--- src/rtl/frac_lutk_ccff_tile_if.sv ---
// Bus bundle for the fracturable K-input LUT tile: configuration-chain controls
// and serial data, LUT select inputs, and all LUT/status outputs.
interface frac_lutk_ccff_tile_if #(
  parameter int K         = 6,
  parameter int MODE_BITS = 2
);
  logic                 config_enable;
  logic                 ccff_head;
  logic [K-1:0]         lut_in;
  logic                 ccff_tail;
  logic [3:0]           lutk2_out;
  logic [1:0]           lutk1_out;
  logic                 lutk_out;
  logic [MODE_BITS-1:0] mode_out;
  logic                 config_done;
  logic                 config_parity;

  // Driver side: the parent tile / configuration controller.
  modport master (
    output config_enable, ccff_head, lut_in,
    input  ccff_tail, lutk2_out, lutk1_out, lutk_out, mode_out,
           config_done, config_parity
  );

  // The LUT tile itself.
  modport slave (
    input  config_enable, ccff_head, lut_in,
    output ccff_tail, lutk2_out, lutk1_out, lutk_out, mode_out,
           config_done, config_parity
  );
endinterface

--- src/rtl/frac_lutk_ccff_tile.sv ---
// Fracturable K-input LUT tile with its own configuration shift chain.
// The chain holds the 2**K truth table followed by MODE_BITS mode bits; a
// saturating bit counter raises config_done once a full image has been shifted,
// and a running parity tracks the XOR of everything currently stored.
// LUT outputs are combinational from lut_in and are held at 0 while the chain
// is shifting or not yet fully loaded, so downstream logic never sees a
// partially written table.
module frac_lutk_ccff_tile #(
  parameter int K         = 6,   // legal range 4..7
  parameter int MODE_BITS = 2    // >= 1
) (
  input logic                   prog_clock,
  input logic                   prog_reset_n,
  frac_lutk_ccff_tile_if.slave  bus
);

  localparam int SRAM_W = 2 ** K;
  localparam int LEN    = SRAM_W + MODE_BITS;
  localparam int CW     = $clog2(LEN + 1);

  localparam logic [CW-1:0] CNT_FULL   = CW'(LEN);
  localparam logic [CW-1:0] CNT_LAST   = CW'(LEN - 1);
  localparam logic [CW-1:0] CNT_ONE    = CW'(1);

  // Running parity: the bit entering the chain joins, the bit leaving drops out.
  function automatic logic parity_update(input logic par, input logic in_bit,
                                         input logic out_bit);
    return par ^ in_bit ^ out_bit;
  endfunction

  logic [LEN-1:0]    mem_r;
  logic [CW-1:0]     cnt_r;
  logic              done_r;
  logic              parity_r;

  logic [SRAM_W-1:0] sram_s;
  logic [3:0]        lutk2_s;
  logic [1:0]        lutk1_s;
  logic              lutk_s;
  logic              gate_s;
  logic [K-1:0]      idx1_s;
  logic [K-1:0]      idx2_s;

  // Configuration chain, bit counter, done flag and running parity.
  always_ff @(posedge prog_clock) begin
    if (!prog_reset_n) begin
      mem_r    <= '0;
      cnt_r    <= '0;
      done_r   <= 1'b0;
      parity_r <= 1'b0;
    end else if (bus.config_enable) begin
      mem_r    <= {mem_r[LEN-2:0], bus.ccff_head};
      parity_r <= parity_update(parity_r, bus.ccff_head, mem_r[LEN-1]);
      if (cnt_r != CNT_FULL) begin
        cnt_r <= cnt_r + CNT_ONE;
      end else begin
        cnt_r <= cnt_r;
      end
      // Done rises on the edge that completes the LEN-th shift and then sticks.
      done_r   <= done_r | (cnt_r == CNT_LAST);
    end else begin
      mem_r    <= mem_r;
      cnt_r    <= cnt_r;
      done_r   <= done_r;
      parity_r <= parity_r;
    end
  end

  assign sram_s = mem_r[SRAM_W-1:0];
  assign gate_s = bus.config_enable | ~done_r;

  // LUT evaluation: one K-input, two (K-1)-input and four (K-2)-input views of
  // the same table, all suppressed while the table is not trustworthy.
  always_comb begin
    lutk_s  = 1'b0;
    lutk1_s = 2'b00;
    lutk2_s = 4'b0000;
    idx1_s  = '0;
    idx2_s  = '0;
    if (gate_s) begin
      lutk_s  = 1'b0;
      lutk1_s = 2'b00;
      lutk2_s = 4'b0000;
    end else begin
      lutk_s = sram_s[bus.lut_in];
      for (int h = 0; h < 2; h++) begin
        idx1_s     = {h[0], bus.lut_in[K-2:0]};
        lutk1_s[h] = sram_s[idx1_s];
      end
      for (int q = 0; q < 4; q++) begin
        idx2_s     = {q[1:0], bus.lut_in[K-3:0]};
        lutk2_s[q] = sram_s[idx2_s];
      end
    end
  end

  assign bus.lutk_out      = lutk_s;
  assign bus.lutk1_out     = lutk1_s;
  assign bus.lutk2_out     = lutk2_s;
  assign bus.mode_out      = mem_r[LEN-1:SRAM_W];
  assign bus.ccff_tail     = mem_r[LEN-1];
  assign bus.config_done   = done_r;
  assign bus.config_parity = parity_r;

endmodule

--- src/flat_wrapper.sv ---
// flat-port wrapper written by rule: the top's interface ports become plain ports
module frac_lutk_ccff_tile_flat 
#(
  parameter int K         = 6,                      
  parameter int MODE_BITS = 2           
)
  (prog_clock, prog_reset_n, bus_config_enable, bus_ccff_head, bus_lut_in, bus_ccff_tail, bus_lutk2_out, bus_lutk1_out, bus_lutk_out, bus_mode_out, bus_config_done, bus_config_parity);
  frac_lutk_ccff_tile_if #(.K(K), .MODE_BITS(MODE_BITS)) bus_i ();
  input logic prog_clock;
  input logic prog_reset_n;
  input wire logic [$bits(bus_i.config_enable)-1:0] bus_config_enable;
  input wire logic [$bits(bus_i.ccff_head)-1:0] bus_ccff_head;
  input wire logic [$bits(bus_i.lut_in)-1:0] bus_lut_in;
  output wire logic [$bits(bus_i.ccff_tail)-1:0] bus_ccff_tail;
  output wire logic [$bits(bus_i.lutk2_out)-1:0] bus_lutk2_out;
  output wire logic [$bits(bus_i.lutk1_out)-1:0] bus_lutk1_out;
  output wire logic [$bits(bus_i.lutk_out)-1:0] bus_lutk_out;
  output wire logic [$bits(bus_i.mode_out)-1:0] bus_mode_out;
  output wire logic [$bits(bus_i.config_done)-1:0] bus_config_done;
  output wire logic [$bits(bus_i.config_parity)-1:0] bus_config_parity;
  assign bus_i.config_enable = bus_config_enable;
  assign bus_i.ccff_head = bus_ccff_head;
  assign bus_i.lut_in = bus_lut_in;
  assign bus_ccff_tail = bus_i.ccff_tail;
  assign bus_lutk2_out = bus_i.lutk2_out;
  assign bus_lutk1_out = bus_i.lutk1_out;
  assign bus_lutk_out = bus_i.lutk_out;
  assign bus_mode_out = bus_i.mode_out;
  assign bus_config_done = bus_i.config_done;
  assign bus_config_parity = bus_i.config_parity;
  frac_lutk_ccff_tile #(.K(K), .MODE_BITS(MODE_BITS)) u_core (.prog_clock(prog_clock), .prog_reset_n(prog_reset_n), .bus(bus_i));
endmodule
--- config.mk ---
export PLATFORM = sky130hd
export DESIGN_NAME = frac_lutk_ccff_tile_flat
export DESIGN_NICKNAME = d
export VERILOG_FILES = /design/src/rtl/frac_lutk_ccff_tile_if.sv /design/src/rtl/frac_lutk_ccff_tile.sv /design/src/flat_wrapper.sv
export SDC_FILE = /design/constraint.sdc
export NUM_CORES = 1
export LEC_CHECK = 0
export ABC_AREA = 1
export CORE_UTILIZATION = 62
export DETAILED_ROUTE_END_ITERATION = 8
export GPL_ROUTABILITY_DRIVEN = 0
export GPL_TIMING_DRIVEN = 0
export PLACE_DENSITY_LB_ADDON = 0.2
export SYNTH_ARGS = -nofsm -noshare
export SYNTH_HDL_FRONTEND = slang
export SYNTH_SLANG_ARGS = --single-unit
--- constraint.sdc ---
create_clock -name prog_clock -period 2.9 [get_ports prog_clock]
set_input_delay 0.435 -clock prog_clock [delete_from_list [all_inputs] [get_ports prog_clock]]
set_output_delay 0.435 -clock prog_clock [all_outputs]
set_load 0.01 [all_outputs]
; Yosys cells after proc, flatten, opt, wreduce, memory -nomap -nowiden
; Cells that the tools add are included.
[word_totals]
reg_bits = 75
latch_bits = 0
mem_bits_rw = 0
mem_bits_ro = 0
word_cells = 37
mem_count = 0
[op_classes]
addsub = 1
n_mul = 0
div = 0
n_lt_le_gt_ge = 7
eq_ne = 2
shifts = 0
n_mux = 17
bitwise_logic = 5
reduce_logical = 1
[op_table]
columns = op, count
row1 = < comparator 6 x 7 -> 1 bit (second input constant), 4
row2 = binary-select mux 1 bit (select 4 bit), 4
row3 = < comparator 5 x 7 -> 1 bit (second input constant), 2
row4 = binary-select mux 1 bit (select 5 bit), 2
row5 = 2-to-1 mux 1 bit, 8
row6 = adder 7 x 1 -> 7 bit (second input constant), 1
row7 = equality test 7 bit (second input constant), 1
row8 = < comparator 4 x 7 -> 1 bit (second input constant), 1
row9 = != test 7 bit (second input constant), 1
row10 = binary-select mux 1 bit (select 6 bit), 1
row11 = 2-to-1 mux 4 bit, 1
row12 = 2-to-1 mux 2 bit, 1
row13 = OR 1 bit, 2
row14 = AND reduction 2 bit, 1
row15 = bitwise XOR 1 bit, 2
row16 = NOT 1 bit, 1

; Longest topological paths before layout
; Gate-level depths: netlist of run 1.
[depth]
depth_word = 3
ltp_mapped = 11
ltp_nobuf = 10

; Least setup slack after synthesis of run 1
; Ideal clock, no wire load.
[synth_timing]
path_kind = input-to-output
from = in bus_lut_in[0]
to = out bus_lutk_out
arrival_ps = 1337
required_time_ps = 2465
slack_ps = 1128
path_stages = 11
path_buffers = 2
cell_sequence = buf_6 -> buf_12 -> nand2_1 -> nand3_1 -> nand3_1 -> nand3_1 -> nand3_1 -> nand2_1 -> nand2_1 -> nand2_1 -> nor2_1
[synth_between]
elab_chain_cells = 3
[synth_lines]
columns = item, line_no
row1 = from (decl), flat_wrapper.sv:13  ; input wire logic [$bits(bus_i.lut_in)-1:0] bus_lut_in;
row2 = binary-select mux 1 bit (select 6 bit), frac_lutk_ccff_tile.sv:85  ; lutk_s = sram_s[bus.lut_in];
row3 = 2-to-1 mux 1 bit (implied by the code), frac_lutk_ccff_tile.sv:85
row4 = 2-to-1 mux 1 bit, frac_lutk_ccff_tile.sv:80  ; if (gate_s) begin
row5 = to (decl), flat_wrapper.sv:17  ; output wire logic [$bits(bus_i.lutk_out)-1:0] bus_lutk_out;
; Every way passes these cells. The select of a mux whose other input is x is not followed.

; Worst setup path in the final report of run 1
[layout_timing]
from = in bus_lut_in[3]
to = out bus_lutk_out
; The elaborated chain is that of the path after synthesis.

==> out/qor.yml, run 1 <==
portBuffers: 18
maxSlewHeadroom: 0.546
initial_core_util: 0.663
dpl_cell_area_mm2: 0.00376
worstPathRequired_ns: 2.47
setup_viol: 0
multi_input_area_mm2: 0.00154
track_usage: 0.332
worstMarginPinSlew_ns: 0.680
cts_sinks: 75
critPathMaxFanout: 5
cts_buffer_depth: 2
rows: 26
postRouteAntennaNets: 0
crit_type: "input port to output pin"
vias: 3411
grt_overflow: 0
r2r-end: "u_core.cnt_r[4]$_SDFFE_PN0P_"
dp_hpwl_um: 6030
wl_per_cell_um: 15.7
fillers: 423
min_period_ns: 2.84
cts_root_buf: "clkbuf_8"
cts_tree: "built"
h-tree-depth: 3
cp-startpoint: "bus_lut_in[3]"
core_area_mm2: 0.00527
cap_violations: 0
register_area_mm2: 0.00150
grt_max_degree: 12
first_pass_iters: 5
avgViaCountPerCell: 5.82
grt_pass1_vias: 3155
fp.dieH_um: 77.1
slew_viol_final: 0
ios: 22
hold_buffers: 0
rr_startpoint: "u_core.cnt_r[0]$_SDFFE_PN0P_"
fin_crit_sh: 0.978
rsz0062_at_grt: "no"
synthesis.area_mm2: 0.00349
r2r.worst_path.cells: 8
worstPathArrival_ns: 2.40
critPathLaunchType: "input port"
die_width_um: 77.1
hp-class: "input port to register"
final_net_count: 525
max_freq_ghz: 0.353
drive_above_1_share: 0.0814
worst_setup_path_end_kind: "output pin"
ir_worst_vdd_uv: 349
antenna_found_initial: 0
grt_pass1_wl_um: 15300
leakagePower_nw: 1.59
timing.hold.ws_ns: 0.463
cts_buffers: 9
area_growth_pct: 13.2
ys_seq_area_frac: 0.430
ys_types: 26
clkTransAtPathRegs_ns: 0.08
power_density_mw_per_mm2: 570
syn_inst: 483
syn_nets: 496
drtIter0Drc: 357
hold_viol: 0
syn_avg_cell_area_um2: 7.23
diodes: 0
routed_wl_um: 9220
die-area_mm2: 0.00594
fin_skew_ns: 0.00298
post_cts_resized: 3
postCtsSetupRepairBufs: 0
synth_seq_cells: 75
status: "finished clean"
ys_warn_count: 0
fin_area_mm2: 0.00395
reg2reg_slack_ns: 1.28
clock_latency_ns: 0.36
drc_errors: 0
crit_path_end: "bus_lutk_out"
through the flow:
stage                     utilization  TNS (ns)  worst slack [ns]  cells  total power [W]
after floorplan                     -         0              1.13    483          0.00136
after global placement          0.713    -0.349            -0.207    571          0.00144
after detailed placement        0.713    -0.445            -0.214    571          0.00145
after CTS                       0.751         0           0.00826    586          0.00224
after global routing            0.750         0            0.0169    586          0.00233
final                           0.750         0            0.0647    586          0.00225
logic make-up after synthesis:
logic type,Yosys count,share of synthesized area
AOI/OAI and AO/OA,162,0.239
DFF,75,0.430
and+or+nand+nor,152,0.190
xor gates and xnor gates,1,0.00251
buffers and inverters,90,0.129
adders and majority gates,3,0.0107
worst min-delay path by stage:
| stage | start | to | slack, ns | cells after the start |
|---|---|---|---|---|
| 2_1_floorplan | u_core.mem_r[46]$_SDFFE_PN0P_ | u_core.mem_r[47]$_SDFFE_PN0P_ | 0.44 | 2 |
| 3_3_place_gp | u_core.bus.config_parity$_SDFFE_PN0P_ | u_core.bus.config_parity$_SDFFE_PN0P_ | 0.44 | 1 |
| 3_5_place_dp | u_core.cnt_r[5]$_SDFFE_PN0P_ | u_core.cnt_r[5]$_SDFFE_PN0P_ | 0.46 | 2 |
| 4_1_cts | bus_config_enable | u_core.mem_r[48]$_SDFFE_PN0P_ | 0.46 | 4 |
| 5_1_grt | bus_config_enable | u_core.mem_r[56]$_SDFFE_PN0P_ | 0.49 | 4 |
| 6_report | bus_config_enable | u_core.mem_r[48]$_SDFFE_PN0P_ | 0.46 | 4 |
final cells by class:
cell class                      count  area share
Inverter                           56      0.0544
Clock buffer                       13      0.0402
Tap cell                           70      0.0222
Sequential cell                    75       0.380
Buffer                             34      0.0608
Timing Repair Buffer               18      0.0440
Clock inverter                      2     0.00886
Multi-Input combinational cell    318       0.390
worst max-delay path, cell delays in order:
cell	delay (ns)
clkdlybuf4s50_1	0.57
inv_1	0.28
nand3_1	0.14
nand3_1	0.10
nand2_1	0.06
nand2_1	0.07
nand2_1	0.05
nor2_1	0.14
clkdlybuf4s50_1	0.56
where the power goes:
| part | switching [W] | internal (W) | total, W |
|---|---|---|---|
| combinational | 0.000195 | 0.000113 | 0.000308 |
| sequential | 0.0000363 | 0.00109 | 0.00113 |
| clock | 0.000378 | 0.000440 | 0.000817 |
| total | 0.000609 | 0.00164 | 0.00225 |
synthesized netlist by cell type:
cell type,number,area (um^2)
o21ai_1,44,220
buf_12,2,40.0
nor2_1,38,143
buf_8,1,15.0
nor4_1,1,6.26
a21oi_1,68,340
inv_2,5,18.8
xor2_1,1,8.76
inv_1,49,184
nor3b_1,1,7.51
clkbuf_4,2,15.0
dfxtp_1,75,1500
clkbuf_1,21,78.8
nand4_1,2,12.5
clkinv_1,1,3.75
nand3_1,32,160
clkbuf_8,1,13.8
buf_6,5,56.3
nor3_1,2,10.0
nand3_2,6,60.1
buf_4,2,15.0
o21ai_0,47,235
ha_1,3,37.5
nand2_1,70,263
o211ai_2,3,37.5
clkinv_4,1,8.76
registers in the layout, summed over array words and instances, names as in the netlist:
name	cells
u_core.mem_r	66
u_core.bus.config_parity	1
u_core.bus.config_done	1
u_core.cnt_r	7
layout by cell type, fill, tap and decap left out, drive strengths merged:
master / n
o21ai: 91
dfxtp: 75
nand2: 70
a21oi: 68
inv: 54
nor2: 38
nand3: 38
clkbuf: 38
clkdlybuf4s50: 16
buf: 10
o211ai: 3
ha: 3
clkinv: 3
nor3: 2
nand4: 2
nor3b: 1
nor4: 1
xor2: 1
bufinv: 1
dlygate4sd2: 1
layer usage:
layer	track usage	wire, um	vias up
met2	0.538	4280	184
met4	0.168	255	0
met3	0.0512	752	28
met1	0.428	3930	1551
li1	-	-	1648
met5	0	0	-
No activity file was read; power rests on OpenSTA's default activity.
==> run 2, diff against run 1 <==
Settings changed: GPL_TIMING_DRIVEN 0 to unset.
==> run 2 against run 1 <==
Critical path depth grew 1. Maximum frequency grew 2.1%. Combinational power shrank 6%. Global-route usage shrank 4.2 points. Clock-buffer cell count shrank 1. Clock skew grew 0.0015 ns. Die area is the same.
==> out/qor.yml, run 2 (synthesis gave the netlist of run 1 again) <==
multi_input_area_mm2: 0.00154
r2r.worst_path.cells: 8
grt_max_degree: 81
drive_above_1_share: 0.0940
cts_buffer_depth: 2
final_common_cell: "dfxtp_1"
dp_hpwl_um: 4870
reg2reg_slack_ns: 1.19
worstPathRequired_ns: 2.47
antenna_found_initial: 0
worstMarginPinSlew_ns: 0.721
hold_path_end: "u_core.mem_r[46]$_SDFFE_PN0P_"
r2r-end: "u_core.cnt_r[4]$_SDFFE_PN0P_"
grt_pass1_wl_um: 13600
worstPathArrival_ns: 2.34
routed_wl_um: 7880
hold_buffers: 0
avgViaCountPerCell: 5.65
hold_depth: 2
crit_type: "input port to output pin"
postRouteAntennaNets: 0
fin_crit_sh: 0.958
drc_errors: 0
slowest_delay_ns: 0.57
leakagePower_nw: 1.66
track_usage: 0.290
clock_latency_ns: 0.35
cp_top_family: "buffers and inverters"
critPathLaunchType: "input port"
power_density_mw_per_mm2: 616
cts_root_buf: "clkbuf_8"
register_area_mm2: 0.00150
final_net_count: 508
cts_sinks: 75
ios: 22
grt_overflow: 0
rsz0062_at_grt: "no"
area_growth_pct: 13.5
postCtsSetupRepairBufs: 0
hold_viol: 0
cp_num_buf_inv: 5
worstPathCellList: "clkdlybuf4s50_1, inv_2, buf_12, nor2_1, o21ai_0, nand3_1, nand3_1, buf_4, a21oi_1, clkdlybuf4s50_1"
worst_setup_path_end_kind: "output pin"
cts_tree: "built"
h-tree-depth: 3
rows: 26
maxSlewHeadroom: 0.518
max_freq_ghz: 0.360
cts_buffers: 9
diodes: 0
clkTransAtPathRegs_ns: 0.08
worstHoldStart: "u_core.mem_r[45]$_SDFFE_PN0P_"
largest-register: "u_core.mem_r"
vias: 3218
status: "finished clean"
min_period_ns: 2.78
largest_reg_flops: 66
die_width_um: 77.1
power.total_w: 0.00244
fin_util: 0.752
first_pass_iters: 5
grt_pass1_vias: 2965
critPathMaxFanout: 20
initial_core_util: 0.663
fillers: 410
layout_common_cells: "dfxtp_1 (75), nand2_1 (70), a21oi_1 (68)"
fp.dieH_um: 77.1
timing.hold.ws_ns: 0.472
fin_skew_ns: 0.00444
ir_worst_vdd_uv: 469
die-area_mm2: 0.00594
cap_violations: 0
hp-class: "register to register"
setup_viol: 0
crit_slowest_cell: "clkdlybuf4s50_1"
slew_viol_final: 0
wl_per_cell_um: 13.8
top_regs: "u_core.mem_r: 66 flops, u_core.cnt_r: 7 flops"
drtIter0Drc: 334
rr_startpoint: "u_core.cnt_r[0]$_SDFFE_PN0P_"
portBuffers: 21
core_area_mm2: 0.00527
## run 2: changes by cell type in the layout (fill, tap and decap cells not counted), moves of 2 or more
cell,previous run,this run
bufinv_16,1,3
buf_2,0,2
clkbuf_1,23,0
buf_4,2,10
dlymetal6s2s_1,0,3
buf_6,5,0
## run 2: worst max-delay path by stage
stage	slack [ns]	endpoint	cells after the start	from
floorplan	1.13	bus_lutk_out	11	bus_lut_in[0]
global placement	-0.11	bus_lutk_out	13	bus_lut_in[0]
detailed placement	-0.14	bus_lutk_out	13	bus_lut_in[0]
CTS	0.02	bus_lutk_out	13	bus_lut_in[1]
global route	0.003	bus_lutk2_out[2]	10	bus_lut_in[1]
finish	0.12	bus_lutk2_out[2]	10	bus_lut_in[1]
## run 2: cell type report
type	instances	share of cell area
clock inverters	4	0.0240
flip-flops and latches	75	0.379
well taps	70	0.0221
repair buffers	35	0.0900
inverters	56	0.0543
clock buffers	12	0.0417
multi-input cells	318	0.389
## run 2: repair_timing
item / CTS / global route
cloned: 0 / 0
endpoints found under the setup margin: 6 / 3
resized for setup: 6 / 3
## run 2: metal layers
metal / GRT usage / up-vias / routed length [um]
li1: - / 1621 / -
met1: 0.376 / 1490 / 3630
met2: 0.469 / 95 / 3740
met3: 0.0488 / 12 / 390
met4: 0.138 / 0 / 116
met5: 0 / - / 0
## run 2: per-stage QoR
stage	cell area, um^2	TNS (ns)	setup slack, ns	instances
after global routing	3960	0	0.00305	570
after floorplan	3490	0	1.13	483
after global placement	3680	-0.182	-0.108	554
final	3960	0	0.123	570
after CTS	3960	0	0.0204	570
after detailed placement	3680	-0.300	-0.140	554
## run 2: power breakdown
part	total (W)	internal [W]	switching, W	leakage, nW
logic	0.000289	0.000110	0.000179	0.912
registers	0.00113	0.00109	0.0000358	0.619
clock network	0.00102	0.000641	0.000382	0.133
## run 2: tightest hold or removal path, delay by kind of cell, from the launching register on
kind | cells | cell delay (ns)
compound gates | 1 | 0.06
flops | 1 | 0.31
buf+inv | 1 | 0.06
